<file path="src/rtl/udp_ctrl_pkg.sv">
// Shared register map, ID constant, CTRL bit indices and byte-lane merge helper for udp_ctrl_regs.
package udp_ctrl_pkg;

    localparam logic [3:0] REG_CTRL       = 4'h0;
    localparam logic [3:0] REG_MAC_LO     = 4'h1;
    localparam logic [3:0] REG_MAC_HI     = 4'h2;
    localparam logic [3:0] REG_LOCAL_IP   = 4'h3;
    localparam logic [3:0] REG_REMOTE_IP  = 4'h4;
    localparam logic [3:0] REG_PORTS      = 4'h5;
    localparam logic [3:0] REG_TX_PKT_CNT = 4'h6;
    localparam logic [3:0] REG_RX_PKT_CNT = 4'h7;
    localparam logic [3:0] REG_RX_ERR_CNT = 4'h8;
    localparam logic [3:0] REG_ID         = 4'h9;

    localparam logic [31:0] ID_VALUE = 32'h5544_5001;

    localparam int unsigned CTRL_ENABLE_BIT    = 0;
    localparam int unsigned CTRL_CLR_STATS_BIT = 1;

    function automatic logic [31:0] apply_strb(input logic [31:0] old_val,
                                               input logic [31:0] new_val,
                                               input logic [3:0]  strb);
        logic [31:0] res;
        res = old_val;
        for (int i = 0; i < 4; i++) begin
            if (strb[i]) begin
                res[i*8 +: 8] = new_val[i*8 +: 8];
            end
        end
        return res;
    endfunction

endpackage

</file>
<file path="src/rtl/udp_stat_counter.sv">
// 32-bit saturating event counter with synchronous clear; clear takes priority over increment.
module udp_stat_counter (
    input  logic        clk,
    input  logic        rst,
    input  logic        clr,
    input  logic        inc,
    output logic [31:0] count
);

    logic [31:0] count_q;

    always_ff @(posedge clk) begin
        if (rst || clr) begin
            count_q <= '0;
        end else if (inc && (count_q != 32'hFFFF_FFFF)) begin
            count_q <= count_q + 32'd1;
        end
    end

    assign count = count_q;

endmodule

</file>
<file path="src/rtl/udp_ctrl_regs.sv">
// UDPMaster control/status register bank with one-cycle read and write acknowledge.
// Statistics counters and CLR_STATS are built only when UDP_CTRL_STATS_EN is defined.
module udp_ctrl_regs
    import udp_ctrl_pkg::*;
#(
    parameter int unsigned DATA_WIDTH          = 32,
    parameter int unsigned ADDR_WIDTH          = 16,
    parameter int unsigned STRB_WIDTH          = DATA_WIDTH / 8,
    parameter logic [47:0] DEFAULT_LOCAL_MAC   = 48'h02_00_00_00_00_01,
    parameter logic [31:0] DEFAULT_LOCAL_IP    = 32'hC0A8_0102,
    parameter logic [31:0] DEFAULT_REMOTE_IP   = 32'hC0A8_0101,
    parameter logic [15:0] DEFAULT_LOCAL_PORT  = 16'h04D2,
    parameter logic [15:0] DEFAULT_REMOTE_PORT = 16'h04D2
) (
    input  logic                  clk,
    input  logic                  rst,

    input  logic [ADDR_WIDTH-1:0] reg_wr_addr,
    input  logic [DATA_WIDTH-1:0] reg_wr_data,
    input  logic [STRB_WIDTH-1:0] reg_wr_strb,
    input  logic                  reg_wr_en,
    output logic                  reg_wr_wait,
    output logic                  reg_wr_ack,
    input  logic [ADDR_WIDTH-1:0] reg_rd_addr,
    input  logic                  reg_rd_en,
    output logic [DATA_WIDTH-1:0] reg_rd_data,
    output logic                  reg_rd_wait,
    output logic                  reg_rd_ack,

    output logic                  cfg_enable,
    output logic [47:0]           cfg_local_mac,
    output logic [31:0]           cfg_local_ip,
    output logic [31:0]           cfg_remote_ip,
    output logic [15:0]           cfg_local_port,
    output logic [15:0]           cfg_remote_port,

    input  logic                  stat_tx_pkt,
    input  logic                  stat_rx_pkt,
    input  logic                  stat_rx_err
);

    logic        enable_q;
    logic [47:0] mac_q;
    logic [31:0] local_ip_q;
    logic [31:0] remote_ip_q;
    logic [15:0] local_port_q;
    logic [15:0] remote_port_q;
    logic        wr_ack_q;
    logic        rd_ack_q;
    logic [31:0] rd_data_q;
    logic [31:0] rd_mux;
    logic [31:0] mac_hi_merged;
    logic [31:0] tx_cnt;
    logic [31:0] rx_cnt;
    logic [31:0] err_cnt;

    // A request fires only on the cycle it is first seen, never during its own ack cycle.
    logic       wr_fire;
    logic       rd_fire;
    logic       wr_mapped;
    logic       rd_mapped;
    logic [3:0] wr_idx;
    logic [3:0] rd_idx;
    logic       clr_stats;

    assign wr_fire   = reg_wr_en && !wr_ack_q;
    assign rd_fire   = reg_rd_en && !rd_ack_q;
    assign wr_mapped = (reg_wr_addr[ADDR_WIDTH-1:6] == '0);
    assign rd_mapped = (reg_rd_addr[ADDR_WIDTH-1:6] == '0);
    assign wr_idx    = reg_wr_addr[5:2];
    assign rd_idx    = reg_rd_addr[5:2];
    assign clr_stats = wr_fire && wr_mapped && (wr_idx == REG_CTRL) && reg_wr_strb[0] &&
                       reg_wr_data[CTRL_CLR_STATS_BIT];

    assign mac_hi_merged = apply_strb({16'h0000, mac_q[47:32]}, reg_wr_data, reg_wr_strb);

    always_ff @(posedge clk) begin
        if (rst) begin
            enable_q      <= 1'b0;
            mac_q         <= DEFAULT_LOCAL_MAC;
            local_ip_q    <= DEFAULT_LOCAL_IP;
            remote_ip_q   <= DEFAULT_REMOTE_IP;
            local_port_q  <= DEFAULT_LOCAL_PORT;
            remote_port_q <= DEFAULT_REMOTE_PORT;
            wr_ack_q      <= 1'b0;
        end else begin
            wr_ack_q <= wr_fire;
            if (wr_fire && wr_mapped) begin
                case (wr_idx)
                    REG_CTRL: begin
                        if (reg_wr_strb[0]) begin
                            enable_q <= reg_wr_data[CTRL_ENABLE_BIT];
                        end
                    end
                    REG_MAC_LO:    mac_q[31:0]  <= apply_strb(mac_q[31:0], reg_wr_data,
                                                              reg_wr_strb);
                    REG_MAC_HI:    mac_q[47:32] <= mac_hi_merged[15:0];
                    REG_LOCAL_IP:  local_ip_q   <= apply_strb(local_ip_q, reg_wr_data,
                                                              reg_wr_strb);
                    REG_REMOTE_IP: remote_ip_q  <= apply_strb(remote_ip_q, reg_wr_data,
                                                              reg_wr_strb);
                    REG_PORTS: {remote_port_q, local_port_q} <=
                        apply_strb({remote_port_q, local_port_q}, reg_wr_data, reg_wr_strb);
                    default: ;
                endcase
            end
        end
    end

`ifdef UDP_CTRL_STATS_EN
    udp_stat_counter u_tx_pkt_cnt (
        .clk   (clk),
        .rst   (rst),
        .clr   (clr_stats),
        .inc   (stat_tx_pkt),
        .count (tx_cnt)
    );

    udp_stat_counter u_rx_pkt_cnt (
        .clk   (clk),
        .rst   (rst),
        .clr   (clr_stats),
        .inc   (stat_rx_pkt),
        .count (rx_cnt)
    );

    udp_stat_counter u_rx_err_cnt (
        .clk   (clk),
        .rst   (rst),
        .clr   (clr_stats),
        .inc   (stat_rx_err),
        .count (err_cnt)
    );

    logic unused_addr_lsbs;
    assign unused_addr_lsbs = ^{reg_wr_addr[1:0], reg_rd_addr[1:0]};
`else
    assign tx_cnt  = '0;
    assign rx_cnt  = '0;
    assign err_cnt = '0;

    logic unused_stats;
    assign unused_stats = ^{stat_tx_pkt, stat_rx_pkt, stat_rx_err, clr_stats,
                            reg_wr_addr[1:0], reg_rd_addr[1:0]};
`endif

    always_comb begin
        rd_mux = '0;
        if (rd_mapped) begin
            case (rd_idx)
                REG_CTRL:       rd_mux = {31'h0, enable_q};
                REG_MAC_LO:     rd_mux = mac_q[31:0];
                REG_MAC_HI:     rd_mux = {16'h0000, mac_q[47:32]};
                REG_LOCAL_IP:   rd_mux = local_ip_q;
                REG_REMOTE_IP:  rd_mux = remote_ip_q;
                REG_PORTS:      rd_mux = {remote_port_q, local_port_q};
                REG_TX_PKT_CNT: rd_mux = tx_cnt;
                REG_RX_PKT_CNT: rd_mux = rx_cnt;
                REG_RX_ERR_CNT: rd_mux = err_cnt;
                REG_ID:         rd_mux = ID_VALUE;
                default:        rd_mux = '0;
            endcase
        end
    end

    // Sampling before the write edge lands gives read-before-write on a shared address.
    always_ff @(posedge clk) begin
        if (rst) begin
            rd_ack_q  <= 1'b0;
            rd_data_q <= '0;
        end else begin
            rd_ack_q <= rd_fire;
            if (rd_fire) begin
                rd_data_q <= rd_mux;
            end
        end
    end

    assign reg_wr_wait     = 1'b0;
    assign reg_wr_ack      = wr_ack_q;
    assign reg_rd_wait     = 1'b0;
    assign reg_rd_ack      = rd_ack_q;
    assign reg_rd_data     = rd_data_q;

    assign cfg_enable      = enable_q;
    assign cfg_local_mac   = mac_q;
    assign cfg_local_ip    = local_ip_q;
    assign cfg_remote_ip   = remote_ip_q;
    assign cfg_local_port  = local_port_q;
    assign cfg_remote_port = remote_port_q;

endmodule

</file>
<file path="config.mk">
export PLATFORM = sky130hd
export DESIGN_NAME = udp_ctrl_regs
export DESIGN_NICKNAME = d
export VERILOG_FILES = /design/src/rtl/udp_ctrl_pkg.sv /design/src/rtl/udp_stat_counter.sv /design/src/rtl/udp_ctrl_regs.sv
export SDC_FILE = /design/constraint.sdc
export NUM_CORES = 1
export LEC_CHECK = 0
export ABC_AREA = 1
export CAP_MARGIN = 20
export CORE_MARGIN = 2
export CORE_UTILIZATION = 35
export CTS_BUF_LIST = sky130_fd_sc_hd__clkbuf_4 sky130_fd_sc_hd__clkbuf_8
export CTS_CLUSTER_DIAMETER = 40
export CTS_CLUSTER_SIZE = 20
export DETAILED_ROUTE_END_ITERATION = 10
export GPL_TIMING_DRIVEN = 1
export PLACE_DENSITY_LB_ADDON = 0.12
export SYNTH_ARGS = -nofsm -noshare
export SYNTH_HDL_FRONTEND = slang
export SYNTH_SLANG_ARGS = --single-unit
</file>
<file path="constraint.sdc">
create_clock -name clk -period 2.1 [get_ports clk]
set_input_delay 0.315 -clock clk [delete_from_list [all_inputs] [get_ports clk]]
set_output_delay 0.315 -clock clk [all_outputs]
set_load 0.005 [all_outputs]
</file>
---- Yosys cells after proc, flatten, opt, wreduce, memory -nomap -nowiden ----
Index checks and enable logic that the tools add are counted.
word-level totals
  logic and storage cells ................. 63
  output and inout bits ................... 181
  register bits after elaboration ......... 179
operators by class
  multiplexer cells ....................... 2
  equal/unequal tests ..................... 11
  reductions and logical operators ........ 28
operators by type and width
  operator              number
  $pmux W32 S7          1
  $reduce_and A3 Y1     19
  $mux W32              1
  $logic_not A10 Y1     2
  $eq A4 B2 Y1 const B  4
  $eq A4 B3 Y1 const B  4
  $eq A4 B1 Y1 const B  2
  $logic_not A4 Y1      2
  $eq A4 B4 Y1 const B  1
  $logic_and A1 B1 Y1   3
  $logic_not A1 Y1      2

---- Logic depth before layout (Yosys ltp) ----
Gate-level depths: netlist of the first run.
  depth in word-level cells ............... 4
  gate-level depth with buffers ........... 10

---- Worst setup path after synthesis of the first run ----
No wires, ideal clock.
  kind .................................... input to register
  from .................................... in reg_wr_addr[9]
  to ...................................... reg mac_q[41] (netlist: cfg_local_mac[41])
  path slack .............................. 0.717 ns
  path buffers ............................ 2
  stages .................................. 8
  library setup time ...................... 0.134 ns
  data required time ...................... 1.966 ns
  arrival time ............................ 1.250 ns
  cell sequence ........................... nor2_1 -> nand2_1 -> nor2_2 -> buf_6 -> nand4_4 -> buf_2 -> nand2_1 -> nand3_1
on the way
  cells in the longest elaborated chain, start to end .. 3
RTL lines
  what                         line                 RTL
  start, declared              udp_ctrl_regs.sv:18  input logic [ADDR_WIDTH-1:0] reg_wr_addr,
  $logic_not A10 Y1            udp_ctrl_regs.sv:68  assign wr_mapped = (reg_wr_addr[ADDR_WIDTH-1:6] == '0);
  $logic_and A1 B1 Y1          udp_ctrl_regs.sv:88  if (wr_fire && wr_mapped) begin
  $reduce_and A3 Y1 (no line)  --
  end signal, assigned         udp_ctrl_regs.sv:97  REG_MAC_HI: mac_q[47:32] <= mac_hi_merged[15:0];
  end, declared                udp_ctrl_regs.sv:43  logic [47:0] mac_q;
Every way passes these cells.
A chain may end at the register's enable or synchronous reset.

---- Worst setup path after layout of the first run ----
  from .................................... in reg_rd_addr[2]
  to ...................................... reg rd_data_q[0] (netlist: reg_rd_data[0])
on the way
  cells in the longest elaborated chain, start to end .. 3
  elaborated cells between the ends (all ways) .. 9
  classes of those cells .................. eq/ne: 6; mux: 2; reduce/logical: 1
RTL lines
  what                                        line                  RTL
  start, declared                             udp_ctrl_regs.sv:24   input logic [ADDR_WIDTH-1:0] reg_rd_addr,
  $eq A4 B4 Y1, or another cell as far along  udp_ctrl_regs.sv:150  case (rd_idx)
  $pmux W32 S7 *                              udp_ctrl_regs.sv:150
  $mux W32 *                                  udp_ctrl_regs.sv:149  if (rd_mapped) begin
  end signal, assigned                        udp_ctrl_regs.sv:174  rd_data_q <= rd_mux;
  end, declared                               udp_ctrl_regs.sv:50   logic [31:0] rd_data_q;
Every way passes the cells marked *; elsewhere a longest branch is shown, timed or not.

==> metrics.txt, run 1 <==
initial antenna violation count 1; die height 163 um; first-pass GRT wire length 47.7 mm; slowest stage delay, CP 0.54 ns; status completed; share of layout cells above drive strength 1 7.70%; post-cts resize count 0; final-report setup violation count 0; Buf/Inv on CP 3; Vias 9,107; Initial DRT Pass Iterations 5; maximum vdd drop 0.388 mV; async set-reset flop share out of synthesis 0%; DR WL met2 13.3 mm; largest net degree at the start of global routing 41; total grt overflow 0; FF-to-FF End cfg_local_mac[0]; worst hold path class input port to flop; row cnt 58; unrepaired setup endpoints after global routing no; Routed Antenna Nets 0; synth warn 0; vias in the first global route 8,334; die area 0.0266 mm2; # hold bufs at CTS 0; final setup TNS 0 ns; Post-Syn Instances 1,368; EDFF count, synth 0; Netlist Area Pre-Place 0.00886 mm2; Detail Placement HPWL 21.7 mm; Rel. slew slack 44.3%; fillers 2,581; GP Congestion 0.814; post-synth cell types 33; Tmin final 1.85 ns; biggest fanout along the worst timing path 16; top cells by area, synth dfxtp_1 40%, nand2_1 19%, nor2_1 12%; Final period util 88.2%; worst-case reg-to-reg path depth 8; CP delay by family, top simple AND/OR/NAND/NOR gates; clk buf depth 2; Synth Register Bits 179; Initial DRC Count 672; MaxCap Viol Count 0; multi-input logic area 0.00429 mm2; WHS Endpoint cfg_remote_ip[31]; top-area cell type share of the netlist area 40.4%; Worst R2R Setup Slack 0.52 ns; CTS root buf clkbuf_8; Worst Skew 0.0172 ns; Global Route Usage Sum 23.3%; final wirelength 30.9 mm; fmax 0.540 GHz; Storage cell area 0.00358 mm2; IO Pins 256; Hold Path Origin rst; Post CTS Setup Buffer Count 0; die width 163 um; Nets 1,689; Worst Setup End Kind flop; metal1 wirelength 15.0 mm; Worst-path clk slew 0.09 ns; DR top layer met4; synth-to-layout area growth 38.6%; htree depth 4; wire length on met3 1.99 mm; average vias per placed instance 4.66; register area share after synthesis 40.4%; Initial Util 35.4%; clk_lat worst skew 0.47 ns; RR Startpoint reg_wr_ack; Commonest cells post-synth 438 x nand2_1, 292 x nor2_1, 179 x dfxtp_1; Buffers on Ports 246; area of placed instances 0.0119 mm2; TritonCTS clock tree done; Crit-path slowest cell nor2_1; measured slew at the worst slew-check pin 0.835 ns; top-count cell post-synth nand2_1; Crit Path Class input port to flop; CP arrival 2.26 ns; Synth Flop Type dfxtp_1; largest area contributor in the netlist dfxtp_1; CP required 2.50 ns; Design Area, Final 0.0123 mm2; Leak 5.83 nW; DRC violations left 0; crit path launch type input port; Core Area 0.0250 mm2; number of cells on the worst hold path 3; Avg Inst Size Synth 6.48 um2; Final Max Tran Viols 0; clk sinks 179; final hold viol count 0; CP cell instances clkdlybuf4s50_1 > buf_4 > inv_2 > nor2_8 > a21oi_2 > nor2_1 > nand2_1 > a21oi_1; TritonCTS buffer count 17; Cell Pwr Density 512 mW/mm2; WL/cell 15.8 um
## worst register-to-register path: cells and delay by family, from the launching register on
family / cells / cell delay [ns]
flops: 1 / 0.33
simple gates: 7 / 0.95
buf+inv: 1 / 0.23
## area by class of cell
class                      instances  area share (%)
timing repair buffer             294            24.7
multi-input combinational        965            34.9
sequential                       179            29.2
tap                              330            3.36
clock buffer                      17            1.91
inverter                         157            4.84
clock inverter                    12            1.08
antenna                            1          0.0204
## sequential cells by signal, summed over array words and instances (netlist names)
| signal | count |
|---|---|
| cfg_local_mac | 48 |
| cfg_local_ip | 32 |
| cfg_remote_ip | 32 |
| reg_rd_data | 32 |
| cfg_local_port | 16 |
| cfg_remote_port | 16 |
| cfg_enable | 1 |
| reg_rd_ack | 1 |
| reg_wr_ack | 1 |
## metrics by stage
| step | std cells | power, mW | utilization, % | setup WS (ns) | hold WS [ns] |
|---|---|---|---|---|---|
| 2_1_floorplan | 1369 | 3.67 | - | 0.717 | 0.445 |
| 3_3_place_gp | 1925 | 4.00 | 47.6 | -0.183 | 0.431 |
| 3_5_place_dp | 1925 | 4.00 | 47.6 | -0.237 | 0.436 |
| 4_1_cts | 1954 | 6.36 | 49.0 | 0.265 | 0.295 |
| 5_1_grt | 1955 | 6.51 | 49.1 | 0.127 | 0.323 |
| 6_report | 1955 | 6.28 | 49.1 | 0.248 | 0.337 |
## cell usage in the layout, fill, tap and decap left out, types with 3 or more instances in the layout
cell type          n
a21oi_1           33
buf_12            17
buf_4             31
clkbuf_8          17
clkdlybuf4s50_1  245
clkinv_2           3
clkinvlp_4         3
dfxtp_1          179
inv_1            150
inv_2              4
inv_6              4
nand2_1          437
nand2_2            6
nand3_1          120
nand4_1            6
nand4_4           15
nor2_1           291
nor2_2             7
nor2_4             6
o211ai_1           3
o21ai_0           23
o21ai_1            4
## kinds of logic (layout without fill, tap and decap cells)
group,count (synthesis),in the layout,synth area share [%]
AO/OA/AOI/OAI,64,64,3.74
buffers and inverters,225,480,11.3
other,1,3,0.0423
AND/OR/NAND/NOR,899,899,44.5
flip-flops,179,179,40.4
## metal layers
metal	up-vias	GRT usage, %
met4	0	7.80
li1	4658	-
met1	4105	33.1
met5	-	0
met3	40	4.06
met2	304	35.7
## power breakdown
group          switching, mW  internal [mW]  leakage, nW  total, mW
combinational          0.318          0.211         4.21      0.529
clock                   1.32           1.04        0.181       2.36
sequential           0.00120           3.39         1.44       3.39
total                   1.64           4.65         5.83       6.28
## worst max path at each step
stage	from	to	slack (ns)	cells after the start
after floorplan	reg_wr_addr[9]	cfg_local_mac[41]	0.72	8
after global placement	reg_rd_addr[2]	reg_rd_data[0]	-0.18	8
after detailed placement	reg_rd_addr[2]	reg_rd_data[0]	-0.24	8
after CTS	reg_rd_addr[2]	reg_rd_data[0]	0.26	8
after global routing	reg_rd_addr[2]	reg_rd_data[0]	0.13	8
final	reg_rd_addr[2]	reg_rd_data[0]	0.25	8
(Power assumes the default switching activity.)
==> run 2: changes to the inputs <==
- GPL_ROUTABILITY_DRIVEN: default -> 0
- SYNTH_HIERARCHICAL: default -> 1
==> results of run 2 <==
The final DEF is identical to that of run 1; final timing and power are the same.
Main changes from that run: Yosys warning count 0 -> 6
==> RTL change (flow settings as in run 2) <==
The parameter `ADDR_WIDTH` goes from 16 to 15.
--- a/src/rtl/udp_ctrl_regs.sv
+++ b/src/rtl/udp_ctrl_regs.sv
@@ -4,7 +4,7 @@
     import udp_ctrl_pkg::*;
 #(
     parameter int unsigned DATA_WIDTH          = 32,
-    parameter int unsigned ADDR_WIDTH          = 16,
+    parameter int unsigned ADDR_WIDTH          = 15,
     parameter int unsigned STRB_WIDTH          = DATA_WIDTH / 8,
     parameter logic [47:0] DEFAULT_LOCAL_MAC   = 48'h02_00_00_00_00_01,
     parameter logic [31:0] DEFAULT_LOCAL_IP    = 32'hC0A8_0102,
Interface: changed (resized reg_rd_addr and reg_wr_addr); port bits go from 256 to 254. The function was not compared with the original's and may differ.
==> RTL change against run 2 <==
- sequential power about the same
- cell area down 0.76%
- area after synthesis fell by 2.3%
- via count decreased by 0.42%
- routed wire length grew 0.97%
- power is 4.1% higher
- critical path depth shrank 1
- largest power group unchanged
- largest cell class unchanged
- worst setup slack better by 0.058 ns
- sequential cell count unchanged
- cell count is 1.2% lower
==> RTL change: results (changes against run 2) <==
| Metric | Value |
|---|---|
| Status | `completed` |
| Place WS | `-0.1255 ns (+0.1114 ns)` |
| Root buf cell | `clkbuf_8` |
| Share of cells above drive strength 1 | `0.07276 (-0.004209)` |
| Vias in the first global route | `8392 (+0.70%)` |
| Worst endpoint data arrival time | `2.20 ns (-0.06 ns)` |
| CTS max path bufs | `2 (unchanged)` |
| Worst-path maximum fanout | `11 (-5)` |
| CTS Buf Count | `17 (unchanged)` |
| Final Cycle Share | `0.8545 (-0.02762)` |
| Via density per instance | `4.694 (+0.77%)` |
| Clk_lat worst skew | `0.47 ns (about the same)` |
| Cell count after synthesis | `1353 (-1.1%)` |
| Total track usage | `0.2396 (+0.006539)` |
| Final net count | `1668 (-1.2%)` |
| WL met2 | `13.16 mm (-1.4%)` |
| Distinct cells, synth | `28 (-15%)` |
| Largest net degree at the start of global routing | `71 (+73%)` |
| R2r endpoint | `cfg_remote_port[1]` |
| Slew headroom | `0.3252 (-0.1178)` |
| # fillers | `2442 (-5.4%)` |
| Seq/Total Area, Yosys | `0.4139 (+0.009470)` |
| Finished Cell Area | `12190 µm² (-0.76%)` |
| Hold/Removal Path Class | `in2reg` |
| Reg-to-reg setup timing slack | `0.60 ns (+0.08 ns)` |
| Crit path from | `reg_rd_addr[3]` |
| Max reg flops | `48 (unchanged)` |
| Post-synth ARST share | `0 (unchanged)` |
| First-pass GRT wire length | `48.39 mm (+1.5%)` |
| Drt initial violations | `620 (-7.7%)` |
| Reg-to-reg startpoint | `reg_wr_ack` |
| WL/cell | `16.15 µm (+2.2%)` |
| Synth top cells by count | `nand2_1 (406), nor2_1 (285), dfxtp_1 (179)` |
| Ant diodes | `0 (-1)` |
| Hold Path Depth | `3 (unchanged)` |
| Worst reg2reg path depth | `7 (-1)` |
| Largest cells by area after synthesis | `dfxtp_1 (41%), nand2_1 (18%), nor2_1 (12%), nand3_1 (6.9%), inv_1 (6.5%)` |
| Prevailing post-synth register cell | `dfxtp_1` |
| Synth warn | `6 (unchanged)` |
| Peak supply drop | `0.3606 mV (-7.2%)` |
| Initial antenna violation count | `0 (-1)` |
| Non-Filler Instances | `1932 (-1.2%)` |
| Static Leak | `5.702 nW (-2.2%)` |
| CTS clk-pin slew, worst paths | `0.11 ns (+0.02 ns)` |
| Setup Skew | `0.01581 ns (-0.001346 ns)` |
| Wl on met1 | `15.43 mm (+3.2%)` |
| Post-DP HPWL | `22.17 mm (+2.1%)` |
| I/O Buffers | `244 (-0.81%)` |
| CTS resizes | `0 (unchanged)` |
| Setup crit end | `reg_rd_data[17]` |
| WL met3 | `2.112 mm (+6.2%)` |
| Highest metal used | `met4` |
[RTL change: routing by layer]
layer / global-route usage / vias to the layer above
li1: - / 4650
met1: 0.3576 / 4077
met2: 0.3541 / 313
met3: 0.04597 / 29
met4: 0.05925 / 0
met5: 0 / -
[RTL change: final cells by class]
class | count | area share
multi-input combinational | 941 | 0.3369
clock buffer | 17 | 0.01920
sequential | 179 | 0.2940
timing repair buffer | 301 | 0.2526
tap | 324 | 0.03326
clock inverter | 15 | 0.01612
inverter | 155 | 0.04795
[RTL change: worst min path at each step]
stage / from / end / slack, ns
3_5_place_dp: reg_rd_data[4] / reg_rd_data[4] / 0.46
4_1_cts: rst / cfg_local_port[1] / 0.14
5_1_grt: rst / cfg_local_port[1] / 0.15
6_report: rst / cfg_local_port[4] / 0.16
2_1_floorplan: reg_wr_data[0] / cfg_enable / 0.45
3_3_place_gp: reg_rd_data[22] / reg_rd_data[22] / 0.45
[RTL change: report_power, final]
group	internal (mW)	switching [mW]
registers	3.39	0.00112
logic	0.203	0.319
clock network	1.21	1.41
total	4.81	1.73
[RTL change: cell families (layout without fill, tap and decap cells)]
logic type | after synthesis | after routing | synth area share
other | 1 | 2 | 0.0004332
and+or+nand+nor | 882 | 882 | 0.4362
DFF | 179 | 179 | 0.4139
buffers and inverters | 234 | 488 | 0.1156
AOI/OAI and AO/OA | 57 | 57 | 0.03382
[RTL change: worst max-delay path, stage by stage]
cell	delay, ns
clkdlybuf4s50_1	0.58
nand2_1	0.10
nor2_1	0.78
nand2_1	0.11
nand4_1	0.13
nand2_1	0.06
a21oi_1	0.12
